## src/rtl/muldiv_if.sv

```systemverilog
// Request/response bundle between the datapath and the iterative multiply/divide unit.
// The datapath drives operands and start; the unit answers with busy/done and HI/LO.
interface muldiv_if #(
  parameter int WIDTH = 32
);
  logic             start;
  logic [1:0]       op;
  logic [WIDTH-1:0] a;
  logic [WIDTH-1:0] b;
  logic             busy;
  logic             done;
  logic [WIDTH-1:0] hi;
  logic [WIDTH-1:0] lo;
  logic             div_by_zero;

  modport master (
    output start, op, a, b,
    input  busy, done, hi, lo, div_by_zero
  );

  modport slave (
    input  start, op, a, b,
    output busy, done, hi, lo, div_by_zero
  );
endinterface

```

## src/rtl/muldiv_unit.sv

```systemverilog
// Iterative MULT/MULTU/DIV/DIVU unit: one result bit per clock on operand magnitudes,
// with sign correction folded into the final step so HI/LO are valid during FIN.
module muldiv_unit #(
  parameter int WIDTH = 32
) (
  input  logic     clk,
  input  logic     rst,
  muldiv_if.slave  bus
);
  localparam int CW = $clog2(WIDTH + 1);

  typedef enum logic [1:0] {IDLE, MUL, DIV, FIN} state_t;

  // Everything about the accepted request that the final step still needs.
  typedef struct packed {
    logic             neg_q;
    logic             neg_r;
    logic             dbz;
    logic [WIDTH-1:0] a_raw;
  } req_t;

  state_t             state;
  req_t               req;
  logic [WIDTH-1:0]   mb;
  logic [2*WIDTH-1:0] acc;
  logic [CW-1:0]      cnt;
  logic               busy_q, done_q, dbz_q;
  logic [WIDTH-1:0]   hi_q, lo_q;

  function automatic logic [WIDTH-1:0] negw(input logic [WIDTH-1:0] x);
    return {WIDTH{1'b0}} - x;
  endfunction

  // Operand magnitudes at acceptance; -2^(W-1) maps onto itself, which is the right unsigned value.
  logic             a_neg, b_neg;
  logic [WIDTH-1:0] a_mag, b_mag;

  always_comb begin
    a_neg = bus.op[0] & bus.a[WIDTH-1];
    b_neg = bus.op[0] & bus.b[WIDTH-1];
    a_mag = a_neg ? negw(bus.a) : bus.a;
    b_mag = b_neg ? negw(bus.b) : bus.b;
  end

  // acc layout: MUL = {partial product high, multiplier shifting out}, DIV = {remainder, quotient}.
  logic [WIDTH:0]     mul_sum;
  logic [2*WIDTH-1:0] mul_next;
  logic [WIDTH:0]     div_sh, div_dif;
  logic               div_ge;
  logic [2*WIDTH-1:0] div_next;

  always_comb begin
    mul_sum  = {1'b0, acc[2*WIDTH-1:WIDTH]} + (acc[0] ? {1'b0, mb} : {(WIDTH+1){1'b0}});
    mul_next = {mul_sum, acc[WIDTH-1:1]};
    div_sh   = {acc[2*WIDTH-1:WIDTH], acc[WIDTH-1]};
    div_ge   = (div_sh >= {1'b0, mb});
    div_dif  = div_sh - {1'b0, mb};
    div_next = {(div_ge ? div_dif[WIDTH-1:0] : div_sh[WIDTH-1:0]), acc[WIDTH-2:0], div_ge};
  end

  // Sign-corrected result of the last iteration, registered on the edge entering FIN.
  logic [2*WIDTH-1:0] prod_fix;
  logic [WIDTH-1:0]   fin_hi, fin_lo;

  always_comb begin
    prod_fix = req.neg_q ? ({(2*WIDTH){1'b0}} - mul_next) : mul_next;
    fin_hi   = prod_fix[2*WIDTH-1:WIDTH];
    fin_lo   = prod_fix[WIDTH-1:0];
    if (state == DIV) begin
      if (req.dbz) begin
        fin_hi = req.a_raw;
        fin_lo = {WIDTH{1'b1}};
      end else begin
        fin_hi = req.neg_r ? negw(div_next[2*WIDTH-1:WIDTH]) : div_next[2*WIDTH-1:WIDTH];
        fin_lo = req.neg_q ? negw(div_next[WIDTH-1:0]) : div_next[WIDTH-1:0];
      end
    end
  end

  always_ff @(posedge clk or posedge rst) begin
    if (rst) begin
      state  <= IDLE;
      req    <= '0;
      mb     <= '0;
      acc    <= '0;
      cnt    <= '0;
      busy_q <= 1'b0;
      done_q <= 1'b0;
      dbz_q  <= 1'b0;
      hi_q   <= '0;
      lo_q   <= '0;
    end else begin
      done_q <= 1'b0;
      case (state)
        IDLE, FIN: begin
          if (bus.start) begin
            req.neg_q <= a_neg ^ b_neg;
            req.neg_r <= a_neg;
            req.dbz   <= bus.op[1] & (bus.b == '0);
            req.a_raw <= bus.a;
            mb        <= b_mag;
            acc       <= {{WIDTH{1'b0}}, a_mag};
            cnt       <= '0;
            busy_q    <= 1'b1;
            dbz_q     <= 1'b0;
            state     <= bus.op[1] ? DIV : MUL;
          end else begin
            state <= IDLE;
          end
        end
        MUL, DIV: begin
          acc <= (state == DIV) ? div_next : mul_next;
          cnt <= cnt + CW'(1);
          if (cnt == CW'(WIDTH - 1)) begin
            state  <= FIN;
            busy_q <= 1'b0;
            done_q <= 1'b1;
            hi_q   <= fin_hi;
            lo_q   <= fin_lo;
            dbz_q  <= (state == DIV) & req.dbz;
          end
        end
        default: state <= IDLE;
      endcase
    end
  end

  assign bus.busy        = busy_q;
  assign bus.done        = done_q;
  assign bus.hi          = hi_q;
  assign bus.lo          = lo_q;
  assign bus.div_by_zero = dbz_q;
endmodule

```

## src/flat_wrapper.sv

```systemverilog
// flat-port wrapper written by rule: the top's interface ports become plain ports
module muldiv_unit_flat 
#(
  parameter int WIDTH = 32
)
  (clk, rst, bus_start, bus_op, bus_a, bus_b, bus_busy, bus_done, bus_hi, bus_lo, bus_div_by_zero);
  muldiv_if #(.WIDTH(WIDTH)) bus_i ();
  input  logic clk;
  input  logic rst;
  input wire logic [$bits(bus_i.start)-1:0] bus_start;
  input wire logic [$bits(bus_i.op)-1:0] bus_op;
  input wire logic [$bits(bus_i.a)-1:0] bus_a;
  input wire logic [$bits(bus_i.b)-1:0] bus_b;
  output wire logic [$bits(bus_i.busy)-1:0] bus_busy;
  output wire logic [$bits(bus_i.done)-1:0] bus_done;
  output wire logic [$bits(bus_i.hi)-1:0] bus_hi;
  output wire logic [$bits(bus_i.lo)-1:0] bus_lo;
  output wire logic [$bits(bus_i.div_by_zero)-1:0] bus_div_by_zero;
  assign bus_i.start = bus_start;
  assign bus_i.op = bus_op;
  assign bus_i.a = bus_a;
  assign bus_i.b = bus_b;
  assign bus_busy = bus_i.busy;
  assign bus_done = bus_i.done;
  assign bus_hi = bus_i.hi;
  assign bus_lo = bus_i.lo;
  assign bus_div_by_zero = bus_i.div_by_zero;
  muldiv_unit #(.WIDTH(WIDTH)) u_core (.clk(clk), .rst(rst), .bus(bus_i));
endmodule
```

## config.mk

```make
export PLATFORM = sky130hd
export DESIGN_NAME = muldiv_unit_flat
export DESIGN_NICKNAME = d
export VERILOG_FILES = /design/src/rtl/muldiv_if.sv /design/src/rtl/muldiv_unit.sv /design/src/flat_wrapper.sv
export SDC_FILE = /design/constraint.sdc
export NUM_CORES = 1
export LEC_CHECK = 0
export BUFFER_PORTS_ARGS = -buffer_cell sky130_fd_sc_hd__buf_2
export CORE_AREA = 4 4 233 348
export CTS_CLUSTER_SIZE = 25
export DETAILED_ROUTE_END_ITERATION = 16
export DIE_AREA = 0 0 237 352
export SLEW_MARGIN = 10
export SYNTH_ARGS = -nofsm -noshare
export SYNTH_HDL_FRONTEND = slang
export SYNTH_SLANG_ARGS = --single-unit
```

## constraint.sdc

```tcl
create_clock -name clk -period 8.9 [get_ports clk]
set_clock_uncertainty 0.15 [all_clocks]
set_input_delay 1.78 -clock clk [delete_from_list [all_inputs] [get_ports clk]]
set_output_delay 1.78 -clock clk [all_outputs]
set_load 0.01 [all_outputs]
```

=== Yosys cells after proc, flatten, opt, wreduce, memory -nomap -nowiden ===
Cells that the tools add are included.
W data, S select, Z words.

* Reductions and logical operators: 7
* Bitwise logic cells: 5
* Magnitude comparators: 1
* Add/sub/neg operators: 8
* Mux-type cells: 28
* Eq/ne operators: 6

{| class="wikitable"
|+ Operators with widths
! kind !! count
|-
| $mux W32 || 10
|-
| $mux W64 || 3
|-
| $pmux W64 S2 || 1
|-
| $sub A1 B32 Y32 const A || 4
|-
| $sub A1 B64 Y64 const A || 1
|-
| $add A32 B32 Y33 || 1
|-
| $ge A33 B32 Y1 || 1
|-
| $logic_not A32 Y1 || 1
|-
| $sub A32 B32 Y32 || 1
|-
| $pmux W6 S2 || 1
|-
| $add A6 B1 Y6 const B || 1
|-
| $eq A6 B5 Y1 const B || 1
|-
| $mux W1 || 6
|-
| $mux W2 || 3
|-
| $mux W6 || 1
|-
| $reduce_and A2 Y1 || 3
|-
| $and A1 B1 Y1 || 4
|-
| $eq A2 B2 Y1 const B || 2
|-
| $pmux W1 S2 || 2
|-
| $pmux W2 S2 || 1
|-
| $reduce_or A2 Y1 || 2
|-
| $eq A2 B1 Y1 const B || 1
|-
| $logic_not A2 Y1 || 1
|-
| $ne A2 B1 Y1 const B || 1
|-
| other kinds (2) || 2
|}

* Input port bits: 69
* Bits in registers: 206
* Output and inout port bits: 67
* Word-level logic and storage cells: 68

=== Depth between registers and ports, before layout ===
Gate-level depths: netlist (run 1).

* Depth after elaboration: 6
* Gate-level depth with buffers: 24
* Gate-level depth less buffers: 19

=== Least setup slack after synthesis (run 1) ===
Ideal clock, no wire load.

* Path type: register -> register
* From: reg u_core.acc[31]
* To: reg u_core.hi_q[26], in the netlist u_core.bus.hi[26]
* Setup slack: 3.189 ns
* Arrival time: 5.438 ns
* Period minus slack after synthesis: 5.711 ns
* Path buffers: 5
* Setup time: 0.122 ns
* Required time: 8.628 ns
* Stages on the path, launching flop included: 25
* Path through: dfrtp_1 clkbuf_1 inv_1 ha_1 and2b_2 o2111ai_4 a2111oi_2 o31ai_2 nand2_2 buf_6 buf_2 buf_1 buf_2 nand2_1 o21ai_0 ha_1 nand2_1 a211oi_1 o211ai_1 o32a_1 or4_4 or3_1 mux2_2 a21oi_1 o21ai_1

* Word-level cells in the longest chain between the ends: 6
* Elaborated cells on any way between the ends: 9
* Classes of those cells: 3 x add/sub; 1 x order compare; 5 x mux

{| class="wikitable"
|+ RTL lines
! what !! line !! source
|-
| from (decl) || muldiv_unit.sv:25 || <nowiki>logic [2*WIDTH-1:0] acc;</nowiki>
|-
| from (signal assigned) || muldiv_unit.sv:102 || <nowiki>acc <= {{WIDTH{1'b0}}, a_mag};</nowiki>
|-
| from (signal assigned) || muldiv_unit.sv:112 || <nowiki>acc <= (state == DIV) ? div_next : mul_next;</nowiki>
|-
| $sub A32 B32 Y32 or $ge A33 B32 Y1 (tied branches) || muldiv_unit.sv:57, muldiv_unit.sv:56 ||
|-
| $mux W32 || muldiv_unit.sv:58 || <nowiki>div_next = {(div_ge ? div_dif[WIDTH-1:0] : div_sh[WIDTH-1:0]), acc[WIDTH-2:0], div_ge};</nowiki>
|-
| $sub A1 B32 Y32 || muldiv_unit.sv:31 || <nowiki>return {WIDTH{1'b0}} - x;</nowiki>
|-
| $mux W32 || muldiv_unit.sv:74 || <nowiki>fin_hi = req.neg_r ? negw(div_next[2*WIDTH-1:WIDTH]) : div_next[2*WIDTH-1:WIDTH];</nowiki>
|-
| $mux W32 || muldiv_unit.sv:70 || <nowiki>if (req.dbz) begin</nowiki>
|-
| $mux W32 (*) || muldiv_unit.sv:69 || <nowiki>if (state == DIV) begin</nowiki>
|-
| to (signal assigned) || muldiv_unit.sv:118 || <nowiki>hi_q <= fin_hi;</nowiki>
|-
| to (decl) || muldiv_unit.sv:28 || <nowiki>logic [WIDTH-1:0] hi_q, lo_q;</nowiki>
|}

Mark *: on every way between the ends. The rest lies on a longest branch, timed or not.
A chain may end at the register's enable or synchronous reset.

=== Worst setup path in the final report (run 1) ===
* From: reg u_core.acc[35]
* To: reg u_core.hi_q[26], in the netlist u_core.bus.hi[26]

Same word-level chain as after synthesis.

==> results of run 1 <==
-- cells in the final DEF, fill, tap and decap left out, types with 11 or more instances in the layout --
cell type  netlist  final
nand2_1        353    352
o21ai_0        250    250
dfrtp_1        206    204
nor2_1         149    149
buf_2           20    134
xnor2_1        133    133
a21oi_1        128    128
inv_1           79     78
ha_1            71     70
xor2_1          67     67
o22ai_1         66     66
o211ai_1        60     60
mux2i_1         58     58
nor3_1          50     50
nand3_1         42     42
mux2_2          37     37
o31ai_1         36     36
or3_1           30     29
nand4_1         26     26
o21a_1          24     24
a21o_1          23     23
clkbuf_16        0     23
a211oi_1        22     22
and2_1          22     22
diode_2          0     20
buf_4            0     20
a31oi_1         19     19
nor4_1          18     18
and3_1          17     17
nand2b_1        17     17
a211o_1         13     13
or4_1           12     12
nor2b_1         11     11
-- per-layer routing --
layer | track usage (%) | up-vias
li1 | - | 8736
met1 | 17.3 | 8573
met2 | 27.7 | 547
met3 | 3.02 | 145
met4 | 6.72 | 24
met5 | 0 | -
-- metrics by stage --
stage	hold WS [ns]	cell area [um2]	std cells	setup WS [ns]
3_5_place_dp	0.305	20000	3396	2.69
3_3_place_gp	0.303	20000	3396	2.78
4_1_cts	0.322	20800	3437	2.68
5_1_grt	0.343	20800	3446	2.24
6_report	0.313	20800	3457	2.64
2_1_floorplan	0.299	18600	2397	1.35
-- registers in the layout, summed over array words and instances, names as in the netlist --
name / count
u_core.acc: 64
u_core.bus.busy: 1
u_core.bus.div_by_zero: 1
u_core.bus.done: 1
u_core.bus.hi: 32
u_core.bus.lo: 32
u_core.cnt: 6
u_core.mb: 32
u_core.req: 35
u_core.state: 2
-- where the power goes --
group	total [mW]	leakage, nW	internal (mW)	switching [mW]
logic	5.65	5.53	2.08	3.57
clock network	0.983	0.369	0.531	0.452
registers	1.60	2.65	1.22	0.374
total	8.23	8.55	3.84	4.39
-- critical path, stage by stage (launching register included) --
cell and delay, ns:
dfrtp_1 0.46, ha_1 0.47, a21o_1 0.22, a31oi_1 0.44, a2111oi_2 0.19, o31ai_2 0.58, nand2_2 0.39, o21ai_0 0.45
ha_1 0.31, nand2_1 0.07, a211oi_1 0.32, o211ai_1 0.16, o32a_1 0.47, or4_4 0.63, or3_1 0.35, mux2_2 0.26
a21oi_1 0.12, o21ai_1 0.09
-- cell type report --
class,count,area share [%]
Multi-Input combinational cell,1940,59.9
Clock buffer,26,2.96
Timing Repair Buffer,154,3.94
Antenna cell,20,0.240
Inverter,80,1.48
Sequential cell,206,24.8
Tap cell,1016,6.10
Clock inverter,15,0.577
-- worst paths after layout --
kind	startpoint	endpoint	slack (ns)
max	u_core.acc[35]	u_core.bus.hi[26]	2.64
min	u_core.bus.lo[0]	u_core.bus.lo[0]	0.31
max reg2reg	u_core.acc[35]	u_core.bus.hi[26]	2.64
min reg2reg	u_core.bus.lo[0]	u_core.bus.lo[0]	0.31
max in group asynchronous	rst	u_core.mb[22]	6.09
min in group asynchronous	rst	u_core.bus.hi[0]	1.15
-- logic make-up (layout without fill, tap and decap cells) --
family	count (synthesis)	in the layout	share of synthesized area (%)
AOI/OAI and AO/OA	771	771	26.8
adders and majority gates	73	73	4.99
xor gates and xnor gates	200	200	9.42
other	0	20	0
DFF	206	206	27.7
and+or+nand+nor	801	801	20.4
buffers and inverters	251	275	5.29
muxes	95	95	5.36
==> summary.txt, run 1 <==
Clocking
  • H-tree levels: 1
  • Clock Path Buffers: 3
  • Post-CTS Setup Bufs: 0
  • TritonCTS Buffers: 23
  • Clock sinks: 206
  • Cts repair resizes: 0
  • Clk root buf: clkbuf_16
  • Clk_lat worst skew: 0.56 ns
  • Clock transition at the registers of the reported paths: 0.07 ns
  • TritonCTS clock tree: built
  • # hold bufs at CTS: 0

Power and ir drop
  • Pwr Density: 395 mW/mm2
  • Total power: 8.23 mW
  • Max VDD drop: 191 uV
  • Leak: 8.55 nW

Layout
  • Share of layout cells above drive strength 1: 11.7%
  • Fill cell count: 8432
  • FF/Latch Area: 0.00516 mm2
  • Footprint of the multi-input gates: 0.0125 mm2
  • Layout Nets: 2547
  • Core Util, Final: 26.8%
  • Area growth syn-to-layout: 12.0%

Min path
  • WHS Path Cells: 2
  • Worst min-delay path category: reg -> reg

Logic synthesis
  • Post-synth EDFFs: 0
  • Synth cell types: 92
  • Register area share after synthesis: 27.7%
  • Main synth FF type: dfrtp_1
  • Ranking of synthesized cells by area: dfrtp_1 28%, nand2_1 7.1%, o21ai_0 6.7%
  • Synthesized area per cell: 7.76 um2
  • Syn Nets: 2539
  • YS warnings: 0
  • Post-Synthesis Cell Area: 0.0186 mm2
  • Commonest cells post-synth: 353 x nand2_1, 250 x o21ai_0, 206 x dfrtp_1
  • Most common cell in the synthesized netlist: nand2_1
  • Cell taking the most area after synthesis: dfrtp_1
  • Share of the synthesized area in the top cell type: 27.7%
  • Post-synthesis instance total: 2397
  • Asr flop ratio synth: 100%
  • FF+latch count, synth: 206

Routing
  • Top Layer Used: met5
  • Metal2 WL: 33600 um
  • Vias: 18000
  • WL final: 67200 um
  • Pre-antenna DRT Iters: 7
  • Met3 wire len: 4110 um
  • ANT nets after route: 0
  • WL/cell: 19.4 um
  • DRC errors left: 0
  • Via-per-instance ratio: 5.21
  • M1 WL: 26100 um
  • DRT iter0 DRCs: 1436

Critical path
  • Arrival time at the worst endpoint: 6.54 ns
  • Worst setup EP type: flip-flop
  • Crit Path Max Fanout: 20
  • CP Class: reg -> reg
  • Element type at the critical path start: flip-flop
  • WP data required: 9.18 ns
  • R2R depth: 17

GRT
  • Total gr overflow: 0
  • Vias in the first global route: 17300
  • First-pass GRT wire length: 103000 um
  • Antenna violations before repair: 32
  • Total GRT Usage: 15.3%
  • Largest net degree at the start of global routing: 101

Run status
  • Outcome: finished, final reports clean

Timing
  • Worst slew margin: 29.1%
  • Setup TNS: 0 ns
  • Period utilization: 70.4%
  • Fmax: 0.160 GHz
  • Final Hold Violating Endpoints: 0
  • Final slew viol count: 0
  • Count of final setup violators: 0
  • RSZ-0062 raised after global routing: false
  • Worst-Margin Slew: 1.06 ns
  • Tmin final: 6.26 ns

Floorplanning
  • Die height: 352 um
  • Full die area: 0.0834 mm2
  • Initial core utilization: 23.9%
  • Die width: 237 um
  • Core Region: 0.0777 mm2
  • Ports: 136
  • Rows: 125

Placed design
  • Port bufs: 135
  • Hpwl dp: 52500 um
  • Final RePlAce weighted congestion: 0.948

Run
  • Max Cap Viol: 0
Note: power is estimated with default switching activity, not from simulation.
==> inputs of run 2 (changes only) <==
==> constraint.sdc (replaced) <==
create_clock -name clk -period 5.8 [get_ports clk]
set_clock_uncertainty 0.15 [all_clocks]
set_input_delay 1.16 -clock clk [delete_from_list [all_inputs] [get_ports clk]]
set_output_delay 1.16 -clock clk [all_outputs]
set_load 0.01 [all_outputs]
==> summary.txt, run 2 (same netlist as run 1, synthesis figures left out) <==
Clocking
  • Clock transition at the registers of the reported paths: 0.07 ns
  • TritonCTS Buffers: 24
  • Clk_lat worst skew: 0.55 ns
  • Clock sinks: 206
  • # hold bufs at CTS: 0
  • Clk root buf: clkbuf_16
  • H-tree levels: 1
  • Clock Path Buffers: 3
  • Post-CTS Setup Bufs: 0
  • TritonCTS clock tree: built
  • Cts repair resizes: 0

Timing
  • Final slew viol count: 0
  • Count of final setup violators: 0
  • RSZ-0062 raised after global routing: false
  • Worst-Margin Slew: 1.05 ns
  • Tmin final: 5.52 ns
  • Final Hold Violating Endpoints: 0
  • Setup TNS: 0 ns
  • WHS: 0.319 ns
  • Period utilization: 95.1%
  • Fmax: 0.181 GHz
  • Worst slew margin: 30.3%

Placed design
  • Hpwl dp: 55500 um
  • Port bufs: 135
  • Final RePlAce weighted congestion: 0.960
  • Post-DP Area: 0.0206 mm2

GRT
  • First-pass GRT wire length: 106000 um
  • Vias in the first global route: 17800
  • Antenna violations before repair: 35
  • Total GRT Usage: 15.8%
  • Total gr overflow: 0
  • Largest net degree at the start of global routing: 106

Layout
  • Largest register FFs: 64
  • Fill cell count: 8457
  • Area growth syn-to-layout: 15.3%
  • Share of layout cells above drive strength 1: 14.1%
  • Commonest cells after routing, fill and taps aside: 352 x nand2_1, 250 x o21ai_0, 204 x dfrtp_1
  • Reg with most FFs: u_core.acc
  • Layout Nets: 2618
  • Commonest non-fill, non-tap cell in the layout: nand2_1
  • Design area: 0.0214 mm2
  • Biggest regs: u_core.acc (64), u_core.req (35)

Power and ir drop
  • Leak: 8.90 nW
  • Total power: 13.2 mW
  • Pwr Density: 615 mW/mm2
  • Max VDD drop: 275 uV

Critical path
  • Max incr delay on CP: 0.63 ns
  • Worst setup EP type: flip-flop
  • Element type at the critical path start: flip-flop
  • Slowest cell on crit path: or4_4
  • Arrival time at the worst endpoint: 5.80 ns
  • CP Class: reg -> reg
  • Most used cell, CP: ha_1
  • WP data required: 6.09 ns
  • Crit Path Max Fanout: 13
  • Critical path cell sequence: ha_1 > a21o_1 > a211o_1 > a41oi_1 > o31a_1 > nand2_2 > buf_4 > o21ai_0 > ha_1 > nand2_1 > a211oi_1 > o211ai_1 > o32a_1 > or4_4 > or3_1 > mux2_2 > a21oi_1 > o21ai_1

Floorplanning
  • Rows: 125
  • Core Region: 0.0777 mm2
  • Initial core utilization: 23.9%
  • Die height: 352 um
  • Ports: 136
  • Die width: 237 um
  • Full die area: 0.0834 mm2

Run
  • Max Cap Viol: 0

Routing
  • Pre-antenna DRT Iters: 7
  • Vias: 18300
  • WL final: 69500 um
  • DRT iter0 DRCs: 1259
  • WL/cell: 19.7 um
  • Via-per-instance ratio: 5.18
  • DRC errors left: 0
  • ANT nets after route: 0

Min path
  • Worst min-delay path category: reg -> reg

Run status
  • Outcome: finished, final reports clean
## run 2: cell types whose count changed in the layout (fill, tap and decap cells not counted), sizes merged
| cell | change |
|---|---|
| buf | +70 |
| bufinv | +2 |
| clkbuf | +5 |
| clkinv | -7 |
| clkinvlp | +3 |
| inv | -1 |
## run 2: through the flow
stage / std cells / worst slack, ns / utilization, %
5_1_grt: 3520 / 0.0415 / 27.6
3_3_place_gp: 3466 / 0.410 / 26.5
4_1_cts: 3509 / 0.277 / 27.5
6_report: 3529 / 0.283 / 27.6
2_1_floorplan: 2397 / 0.0892 / -
3_5_place_dp: 3466 / 0.263 / 26.5
## run 2: worst paths after layout
| check | endpoint | from | cells past startpoint | slack (ns) |
|---|---|---|---|---|
| max | u_core.bus.hi[26] | u_core.acc[61] | 18 | 0.28 |
| min | u_core.bus.lo[13] | u_core.bus.lo[13] | 2 | 0.32 |
| max reg2reg | u_core.bus.hi[26] | u_core.acc[61] | 18 | 0.28 |
| min reg2reg | u_core.bus.lo[13] | u_core.bus.lo[13] | 2 | 0.32 |
| max in group asynchronous | u_core.req[34] | rst | 3 | 3.95 |
| min in group asynchronous | u_core.bus.busy | rst | 2 | 0.36 |
## run 2: metal layers
metal	vias to the layer above	wire length [um]	part of all wire, %	track usage (%)
met5	-	180	0.26	0
met4	30	3420	4.9	7.14
met3	160	3580	5.2	2.86
met2	484	35400	51	29.1
met1	8698	26900	39	17.6
li1	8894	-	-	-
## run 2: area by class of cell
| class | count | area (um2) | share of cell area (%) |
|---|---|---|---|
| Clock inverter | 12 | 156 | 0.730 |
| Timing Repair Buffer | 224 | 1350 | 6.28 |
| Inverter | 80 | 304 | 1.42 |
| Clock buffer | 31 | 658 | 3.07 |
| Tap cell | 1016 | 1270 | 5.93 |
| Sequential cell | 206 | 5160 | 24.1 |
| Multi-Input combinational cell | 1940 | 12500 | 58.3 |
| Antenna cell | 20 | 50.0 | 0.233 |
## run 2: worst max-delay path, delay by kind of cell, from the launching register on
family          cells  cell delay [ns]
compound gates     10             2.61
flops               1             0.42
simple gates        4             1.17
buf+inv             1             0.20
fa+ha+maj           2             0.59
mux                 1             0.27
## run 2: power by group
| group | switching [mW] | internal (mW) |
|---|---|---|
| combinational | 5.63 | 3.51 |
| clock | 0.683 | 0.941 |
| sequential | 0.554 | 1.88 |
| total | 6.86 | 6.33 |
==> inputs of run 3 (changes only) <==
--- a/config.mk
+++ b/config.mk
@@ -5,11 +5,11 @@
 export SDC_FILE = /design/constraint.sdc
 export NUM_CORES = 1
 export LEC_CHECK = 0
-export BUFFER_PORTS_ARGS = -buffer_cell sky130_fd_sc_hd__buf_2
 export CORE_AREA = 4 4 233 348
 export CTS_CLUSTER_SIZE = 25
 export DETAILED_ROUTE_END_ITERATION = 16
 export DIE_AREA = 0 0 237 352
+export DONT_BUFFER_PORTS = 1
 export SLEW_MARGIN = 10
 export SYNTH_ARGS = -nofsm -noshare
 export SYNTH_HDL_FRONTEND = slang
==> summary.txt, run 3 (same netlist as run 1, synthesis figures left out) <==
Run status
  • Outcome: finished, final reports clean

Placed design
  • Final RePlAce weighted congestion: 0.949
  • Hpwl dp: 54500 um
  • Post-Place Setup Slack: 0.162 ns
  • Port bufs: 0

Routing
  • Pre-antenna DRT Iters: 5
  • Vias: 17600
  • Via-per-instance ratio: 5.23
  • DRC errors left: 0
  • DRT iter0 DRCs: 1143
  • WL final: 68400 um
  • WL/cell: 20.4 um
  • ANT nets after route: 0

Critical path
  • Element type at the critical path start: flip-flop
  • Crit Path Max Fanout: 9
  • Max incr delay on CP: 0.63 ns
  • CP Class: reg -> reg
  • WP buf/inv: 1
  • Slowest cell on crit path: or4_4
  • Arrival time at the worst endpoint: 5.79 ns
  • Worst setup EP type: flip-flop
  • Worst path top cell family by delay: compound AO/OA/AOI/OAI gates
  • WP data required: 6.09 ns
  • Critical path cell sequence: ha_1 > nand4_1 > nor4_2 > a41oi_1 > o31a_1 > nand2_2 > inv_1 > mux2i_1 > ha_1 > nand2_1 > a211oi_1 > o211ai_1 > o32a_1 > or4_4 > o41ai_1 > mux2i_1 > a21oi_1

Floorplanning
  • Core Region: 0.0777 mm2
  • Die width: 237 um
  • Full die area: 0.0834 mm2
  • Ports: 136
  • Die height: 352 um
  • Rows: 125
  • Initial core utilization: 23.9%

Clocking
  • Clk root buf: clkbuf_16
  • Post-CTS Setup Bufs: 0
  • TritonCTS Buffers: 25
  • Clock Path Buffers: 3
  • Clk_lat worst skew: 0.58 ns
  • Clock transition at the registers of the reported paths: 0.06 ns
  • Clock sinks: 206
  • H-tree levels: 1
  • TritonCTS clock tree: built

Layout
  • FF/Latch Area: 0.00516 mm2
  • Area growth syn-to-layout: 11.1%
  • Share of layout cells above drive strength 1: 8.75%
  • Footprint of the multi-input gates: 0.0125 mm2
  • Core Util, Final: 26.6%
  • Reg with most FFs: u_core.acc
  • Commonest cells after routing, fill and taps aside: 352 x nand2_1, 250 x o21ai_0, 204 x dfrtp_1
  • Commonest non-fill, non-tap cell in the layout: nand2_1
  • Largest register FFs: 64
  • Layout Nets: 2465
  • Fill cell count: 8470
  • Antenna cells: 0
  • Biggest regs: u_core.acc (64), u_core.req (35)

Timing
  • RSZ-0062 raised after global routing: false
  • Final Hold Violating Endpoints: 0
  • Final slew viol count: 0
  • Fmax: 0.182 GHz
  • Count of final setup violators: 0
  • Setup TNS: 0 ns
  • Slack of the critical path: 0.298 ns
  • Worst-Margin Slew: 1.02 ns
  • Period utilization: 94.9%
  • WHS: 0.237 ns
  • Worst slew margin: 31.0%
  • Tmin final: 5.50 ns

GRT
  • Antenna violations before repair: 1
  • Total GRT Usage: 15.6%
  • Largest net degree at the start of global routing: 114
  • Total gr overflow: 0
  • Vias in the first global route: 16900
  • First-pass GRT wire length: 103000 um

Min path
  • Worst min-delay path category: in -> async

Power and ir drop
  • Total power: 13.1 mW
  • Max VDD drop: 291 uV
  • Leak: 8.22 nW
  • Pwr Density: 634 mW/mm2

Run
  • Max Cap Viol: 0
==> run 3: cell count changes in the layout (fill, tap and decap cells not counted), moves of 2 or more <==
cell	before	now
buf_2	134	0
buf_4	90	68
diode_2	20	0
clkbuf_1	5	0
clkbuf_8	1	5
clkinv_4	0	4
buf_12	0	2
clkinv_2	2	4
==> run 3: final cells by class <==
type | instances | area share [%]
tap | 1016 | 6.16
inverter | 80 | 1.47
clock buffer | 30 | 3.36
multi-input combinational | 1940 | 60.5
timing repair buffer | 70 | 2.67
clock inverter | 16 | 0.897
sequential | 206 | 25.0
==> run 3: metrics by stage <==
step                cells  cell area (um2)
finish               3358            20700
global route         3358            20700
CTS                  3358            20600
detailed placement   3312            19800
global placement     3312            19800
floorplan            2397            18600
==> run 3: path summary, 6_finish.rpt <==
path	slack [ns]	startpoint	depth (start not counted)	to
max	0.30	u_core.acc[53]	17	u_core.bus.hi[30]
min	0.24	rst	1	u_core.bus.hi[12]
max reg2reg	0.30	u_core.acc[53]	17	u_core.bus.hi[30]
min reg2reg	0.33	u_core.mb[6]	2	u_core.mb[6]
max in group asynchronous	4.29	rst	2	u_core.req[34]
min in group clk	0.33	u_core.mb[6]	2	u_core.mb[6]
==> run 3: power by group <==
part	internal, mW	switching, mW	total, mW
Sequential	1.88	0.586	2.46
Combinational	3.43	5.49	8.92
Clock	0.994	0.715	1.71
==> run 3: layer usage <==
layer	share of wire, %	GRT usage (%)	vias up	routed length [um]
met4	4.6	6.74	0	3180
met5	0	0	-	0
li1	-	-	8549	-
met1	38	16.8	8372	25800
met2	51	28.5	509	34600
met3	7.0	4.02	133	4790
==> run 3: repair_timing <==
action | in CTS | in global routing
resized for setup | 0 | 1
endpoints found under the setup margin | 0 | 4
hold buffers | 0 | 0
